--- src/rtl/music_box_sequencer.sv ---
// rtl/music_box_sequencer.sv - tempo-programmable 0..15 step index generator for the note-pattern lookup
//
// Ports:
//   clk          system clock, rising edge
//   rst_n        asynchronous active-low reset
//   start        1-cycle pulse, (re)start song at index 0
//   stop         1-cycle pulse, abort to IDLE
//   pause        level, hold current step while PLAYING
//   loop_en      level, wrap 15->0 instead of finishing
//   tempo_sel    step period = TICKS_PER_STEP << tempo_sel
//   w,x,y,z      step index bits 3..0
//   note_en      high only while PLAYING
//   step_strobe  pulse on first cycle of each new step
//   song_done    pulse on entry to DONE
//   state        IDLE=0, PLAYING=1, PAUSED=2, DONE=3
module music_box_sequencer #(
  parameter int TICKS_PER_STEP = 4,
  parameter int CNT_W          = 8
) (
  input  logic       clk,
  input  logic       rst_n,
  input  logic       start,
  input  logic       stop,
  input  logic       pause,
  input  logic       loop_en,
  input  logic [1:0] tempo_sel,
  output logic       w,
  output logic       x,
  output logic       y,
  output logic       z,
  output logic       note_en,
  output logic       step_strobe,
  output logic       song_done,
  output logic [1:0] state
);

  typedef enum logic [1:0] {
    IDLE    = 2'd0,
    PLAYING = 2'd1,
    PAUSED  = 2'd2,
    DONE    = 2'd3
  } state_t;

  state_t           st;
  logic [3:0]       index;
  logic [CNT_W-1:0] tick_cnt;
  logic [CNT_W-1:0] period;
  logic [CNT_W-1:0] period_sel;
  logic             step_end;

  // Only sampled into the period latch at start or a step boundary, so a
  // tempo change never stretches or truncates the step in progress.
  assign period_sel = CNT_W'(TICKS_PER_STEP) << tempo_sel;
  assign step_end   = (tick_cnt == period - CNT_W'(1));

  // Outputs come straight from state registers.
  assign {w, x, y, z} = index;
  assign state        = st;

  always_ff @(posedge clk or negedge rst_n) begin
    if (!rst_n) begin
      st          <= IDLE;
      index       <= 4'd0;
      tick_cnt    <= '0;
      period      <= CNT_W'(TICKS_PER_STEP);
      note_en     <= 1'b0;
      step_strobe <= 1'b0;
      song_done   <= 1'b0;
    end else begin
      step_strobe <= 1'b0;
      song_done   <= 1'b0;
      if (stop) begin
        st       <= IDLE;
        index    <= 4'd0;
        tick_cnt <= '0;
        note_en  <= 1'b0;
      end else if (start) begin
        st          <= PLAYING;
        index       <= 4'd0;
        tick_cnt    <= '0;
        period      <= period_sel;
        note_en     <= 1'b1;
        step_strobe <= 1'b1;
      end else begin
        case (st)
          PLAYING: begin
            // The boundary check comes before pause so a step that is due
            // always advances; pause then lands on the following cycle.
            if (step_end) begin
              tick_cnt <= '0;
              period   <= period_sel;
              if (index != 4'd15 || loop_en) begin
                index       <= index + 4'd1;   // 15 + 1 wraps to 0 when looping
                step_strobe <= 1'b1;
              end else begin
                st        <= DONE;
                note_en   <= 1'b0;
                song_done <= 1'b1;
              end
            end else if (pause) begin
              st      <= PAUSED;
              note_en <= 1'b0;
            end else begin
              tick_cnt <= tick_cnt + CNT_W'(1);
            end
          end
          PAUSED: begin
            // tick_cnt stays frozen, so the remaining step time is kept.
            if (!pause) begin
              st      <= PLAYING;
              note_en <= 1'b1;
            end
          end
          default: begin
            // IDLE and DONE hold until start or stop.
          end
        endcase
      end
    end
  end

endmodule

--- config.mk ---
export PLATFORM = sky130hd
export DESIGN_NAME = music_box_sequencer
export DESIGN_NICKNAME = d
export VERILOG_FILES = /design/src/rtl/music_box_sequencer.sv
export SDC_FILE = /design/constraint.sdc
export NUM_CORES = 1
export LEC_CHECK = 0
export ABC_AREA = 1
export CORE_MARGIN = 5
export CORE_UTILIZATION = 51
export CTS_BUF_LIST = sky130_fd_sc_hd__clkbuf_8
export CTS_CLUSTER_DIAMETER = 200
export DETAILED_ROUTE_END_ITERATION = 6
export PLACE_DENSITY = 0.78
export RECOVER_POWER = 50
export SYNTH_ARGS = -nofsm -noshare
export SYNTH_HDL_FRONTEND = slang
export SYNTH_SLANG_ARGS = --single-unit
--- constraint.sdc ---
create_clock -name clk -period 3.8 [get_ports clk]
set_clock_uncertainty 0.15 [all_clocks]
set_input_delay 0.95 -clock clk [delete_from_list [all_inputs] [get_ports clk]]
set_output_delay 0.95 -clock clk [all_outputs]
set_load 0.01 [all_outputs]
==> results.md <==
* Buffer levels on the longest clock path at 2
* Arr. time, crit path at 2860 ps
* Share of Yosys cell area claimed by the top area cell type at 0.356
* Clock sink count at 21
* Worst IR Drop VDD at 0.000264 V
* Most area-consuming cells after synthesis: sky130_fd_sc_hd__dfrtp_1 36%, sky130_fd_sc_hd__nand2_1 14%, sky130_fd_sc_hd__inv_1 6.9%, sky130_fd_sc_hd__nand3_1 6.8%, sky130_fd_sc_hd__ha_1 4.4%
* RSZ-0062 raised after global routing: false
* Hold Violations, Final at 0
* Run status: completed
* Floorplan core area at 2710 um^2
* Final Setup Violations at 0
* Number of nets in the finished design at 222
* Number of top-level pins at 17
* Cell variety after synth at 29
* Part of the Yosys area used for sequential elements at 0.375
* Via count of the first global-routing pass at 1179
* Register-to-register path setup slack at 950 ps
* Worst-Margin Slew at 922 ps
* P per Cell Area at 323 nW/um^2
* Crit end category: flop
* Class of the worst hold path: flop to flop
* Wire length of the first global-routing pass at 5.18 mm
* Worst hold path startpoint: note_en$_DFFE_PN0P_
* Chain of cells forming the critical path: inv_1 -> ha_1 -> nand2_1 -> inv_1 -> nor2_1 -> nand3_1 -> nor2_2 -> nand3_1 -> o21ai_4 -> inv_4 -> nand2_1 -> o21ai_2
* Start of the worst register-to-register path: period[2]$_DFFE_PN1P_
* Highest attainable clock frequency at 350 MHz
* Root buffer cell: sky130_fd_sc_hd__clkbuf_8
* Critical path peak fanout at 15
* Initial core utilization at 0.519
* Total number of placement rows at 19
* HPWL after DPL at 2.27 mm
* Yosys synthesis warning count at 0
* Leakage component of the power at 0.771 nW
* Proportion of layout cells with a drive suffix above 1 at 0.0962
* Part of the cycle the worst path needs at 0.751
* Cts bufs inserted at 3
* Tot GR Track Use at 0.163
* Number of levels in the clock H-tree at 1
* Number of pins with negative max-slew slack in the final report at 0
* Detailed-route wire length per cell at 12.3 um
* Worst setup path startpoint: period[2]$_DFFE_PN1P_
* Pin count of the biggest net entering global routing at 22
* PortBufs at 16
* Post-route setup TNS at 0 ps
* Area growth syn-to-layout at 15.3%
* Post-route core utilization at 0.598
* Post-route standard cell area excluding fillers at 1620 um^2
* Post-Syn Area at 1410 um^2
* Reg clk slew, reported paths at 70 ps
* Fillers at 246
* CTS tree: built
* Die Span X at 62.5 um
* Total congestion overflow at 0
* Category of the most critical setup path: flop to flop
* Number of vias in the routed layout at 1277
* Die Area at 3910 um^2
* Count of state elements after synthesis at 21
* Largest stage delay on the critical path at 550 ps
* Number of antenna-violating nets in the routed design at 0
* Number of maximum-capacitance violations at 0
* Die H at 62.5 um
* Largest area contributor in the synthesized netlist: sky130_fd_sc_hd__dfrtp_1
* Initial detailed-routing violation count at 49
* Antenna cell count at 0
* Final routed wirelength across all metal layers at 2.94 mm
* Routed via count divided by cell count at 5.34
* Clock latency on the worst-skew pair at 260 ps
* Initial antenna violation count at 0
* CP required at 3810 ps
* Hold buffer count at CTS at 0
* Router iterations before antenna repair at 4
* Post-synthesis cell count at 190
* Placer congestion estimate at 0.907
* Relative max-transition margin at 0.383
* Slowest cell on the critical path: sky130_fd_sc_hd__dfstp_2
* DRC violations left at 0
* Crit path launch type: flop
* Setup fix buffers added after clock tree synthesis at 0
* Number of nets in the synthesized netlist at 203
* Cell area after placement at 1590 um^2
* Post-cts gate resize count at 0
* Min Clock Period, post-route at 2850 ps
* Post-Synthesis Mean Instance Area at 7.40 um^2
==> stage by stage <==
| step | worst slack (ps) | hold WS [ps] | power [mW] | std cells |
|---|---|---|---|---|
| 2_1_floorplan | 1620 | 321 | 0.346 | 190 |
| 3_3_place_gp | 1090 | 330 | 0.382 | 235 |
| 3_5_place_dp | 994 | 336 | 0.388 | 235 |
| 4_1_cts | 1260 | 359 | 0.537 | 239 |
| 5_1_grt | 755 | 386 | 0.563 | 239 |
| 6_report | 947 | 354 | 0.524 | 239 |
==> report_power, final <==
group	leakage [nW]	total, mW	switching, mW	internal (mW)
registers	0.283	0.249	0.0122	0.237
clock network	0.0269	0.146	0.0741	0.0722
logic	0.461	0.129	0.0782	0.0504
total	0.771	0.524	0.164	0.359
==> cells in the mapped netlist <==
| library cell | n |
|---|---|
| sky130_fd_sc_hd__nor2_1 | 13 |
| sky130_fd_sc_hd__dfstp_2 | 1 |
| sky130_fd_sc_hd__inv_2 | 2 |
| sky130_fd_sc_hd__nand3b_1 | 2 |
| sky130_fd_sc_hd__buf_6 | 1 |
| sky130_fd_sc_hd__o21ai_4 | 1 |
| sky130_fd_sc_hd__nand4_1 | 6 |
| sky130_fd_sc_hd__nand3_4 | 2 |
| sky130_fd_sc_hd__nor3_1 | 3 |
| sky130_fd_sc_hd__xor2_1 | 4 |
| sky130_fd_sc_hd__o21ai_1 | 2 |
| sky130_fd_sc_hd__nor2_4 | 2 |
| sky130_fd_sc_hd__nand2_2 | 1 |
| sky130_fd_sc_hd__a21oi_1 | 4 |
| sky130_fd_sc_hd__o31ai_1 | 1 |
| sky130_fd_sc_hd__inv_1 | 26 |
| sky130_fd_sc_hd__nand3_1 | 19 |
| sky130_fd_sc_hd__o21ai_2 | 2 |
| sky130_fd_sc_hd__ha_1 | 5 |
| sky130_fd_sc_hd__a21boi_2 | 1 |
| sky130_fd_sc_hd__inv_4 | 1 |
| sky130_fd_sc_hd__buf_2 | 1 |
| sky130_fd_sc_hd__dfrtp_1 | 20 |
| sky130_fd_sc_hd__a21oi_2 | 1 |
| sky130_fd_sc_hd__o21ai_0 | 11 |
| sky130_fd_sc_hd__nor2_2 | 3 |
| sky130_fd_sc_hd__or2_2 | 1 |
| sky130_fd_sc_hd__nor4_1 | 2 |
| sky130_fd_sc_hd__nand2_1 | 52 |
==> state kept, by name, indices dropped and copies added, names as in the netlist <==
signal / cells
state: 2
step_strobe: 1
note_en: 1
period: 4
tick_cnt: 8
index: 4
song_done: 1
==> critical path, delay by kind of cell, from the launching register on <==
| kind | cells | cell delay (ps) |
|---|---|---|
| buffers and inverters | 3 | 240 |
| DFF | 1 | 550 |
| and+or+nand+nor | 6 | 940 |
| AOI/OAI and AO/OA | 2 | 530 |
| adders and majority gates | 1 | 320 |
==> final timing paths <==
path	endpoint	cells past startpoint
hold reg to reg	note_en$_DFFE_PN0P_	2
setup reg to reg	tick_cnt[6]$_DFFE_PN0P_	12
setup / recovery	tick_cnt[6]$_DFFE_PN0P_	12
max in group asynchronous	note_en$_DFFE_PN0P_	1
min in group asynchronous	tick_cnt[5]$_DFFE_PN0P_	1
hold / removal	note_en$_DFFE_PN0P_	2
==> cell usage in the layout (no fill, tap or decap), types with 4 or more instances in the layout <==
cell type / count
sky130_fd_sc_hd__ha_1: 5
sky130_fd_sc_hd__xor2_1: 4
sky130_fd_sc_hd__dlygate4sd3_1: 4
sky130_fd_sc_hd__clkdlybuf4s50_1: 12
sky130_fd_sc_hd__nor2_1: 13
sky130_fd_sc_hd__a21oi_1: 4
sky130_fd_sc_hd__dfrtp_1: 20
sky130_fd_sc_hd__nand3_1: 20
sky130_fd_sc_hd__nand2_1: 52
sky130_fd_sc_hd__inv_1: 27
sky130_fd_sc_hd__nand4_1: 6
sky130_fd_sc_hd__o21ai_0: 11
==> kinds of logic after synthesis <==
logic type                 Yosys count  synth area share
xor gates and xnor gates             4            0.0249
AOI/OAI and AO/OA                   23             0.104
buffers and inverters               31            0.0907
and+or+nand+nor                    106             0.361
adders and majority gates            5            0.0445
DFF                                 21             0.375
==> metal layers <==
metal / vias up / GRT usage / part of all wire
li1: 652 / - / -
met2: 30 / 0.259 / 0.47
met1: 589 / 0.208 / 0.46
met3: 6 / 0.0342 / 0.055
met5: - / 0 / 0
met4: 0 / 0.0796 / 0.019
==> layout make-up <==
class / instances / area (um^2) / area share
Clock buffer: 3 / 41.3 / 0.0255
Timing Repair Buffer: 16 / 160 / 0.0988
Inverter: 29 / 111 / 0.0687
Tap cell: 31 / 38.8 / 0.0239
Clock inverter: 1 / 3.75 / 0.00231
Multi-Input combinational cell: 138 / 739 / 0.456
Sequential cell: 21 / 527 / 0.325
Power figures use the tool's default switching activity.
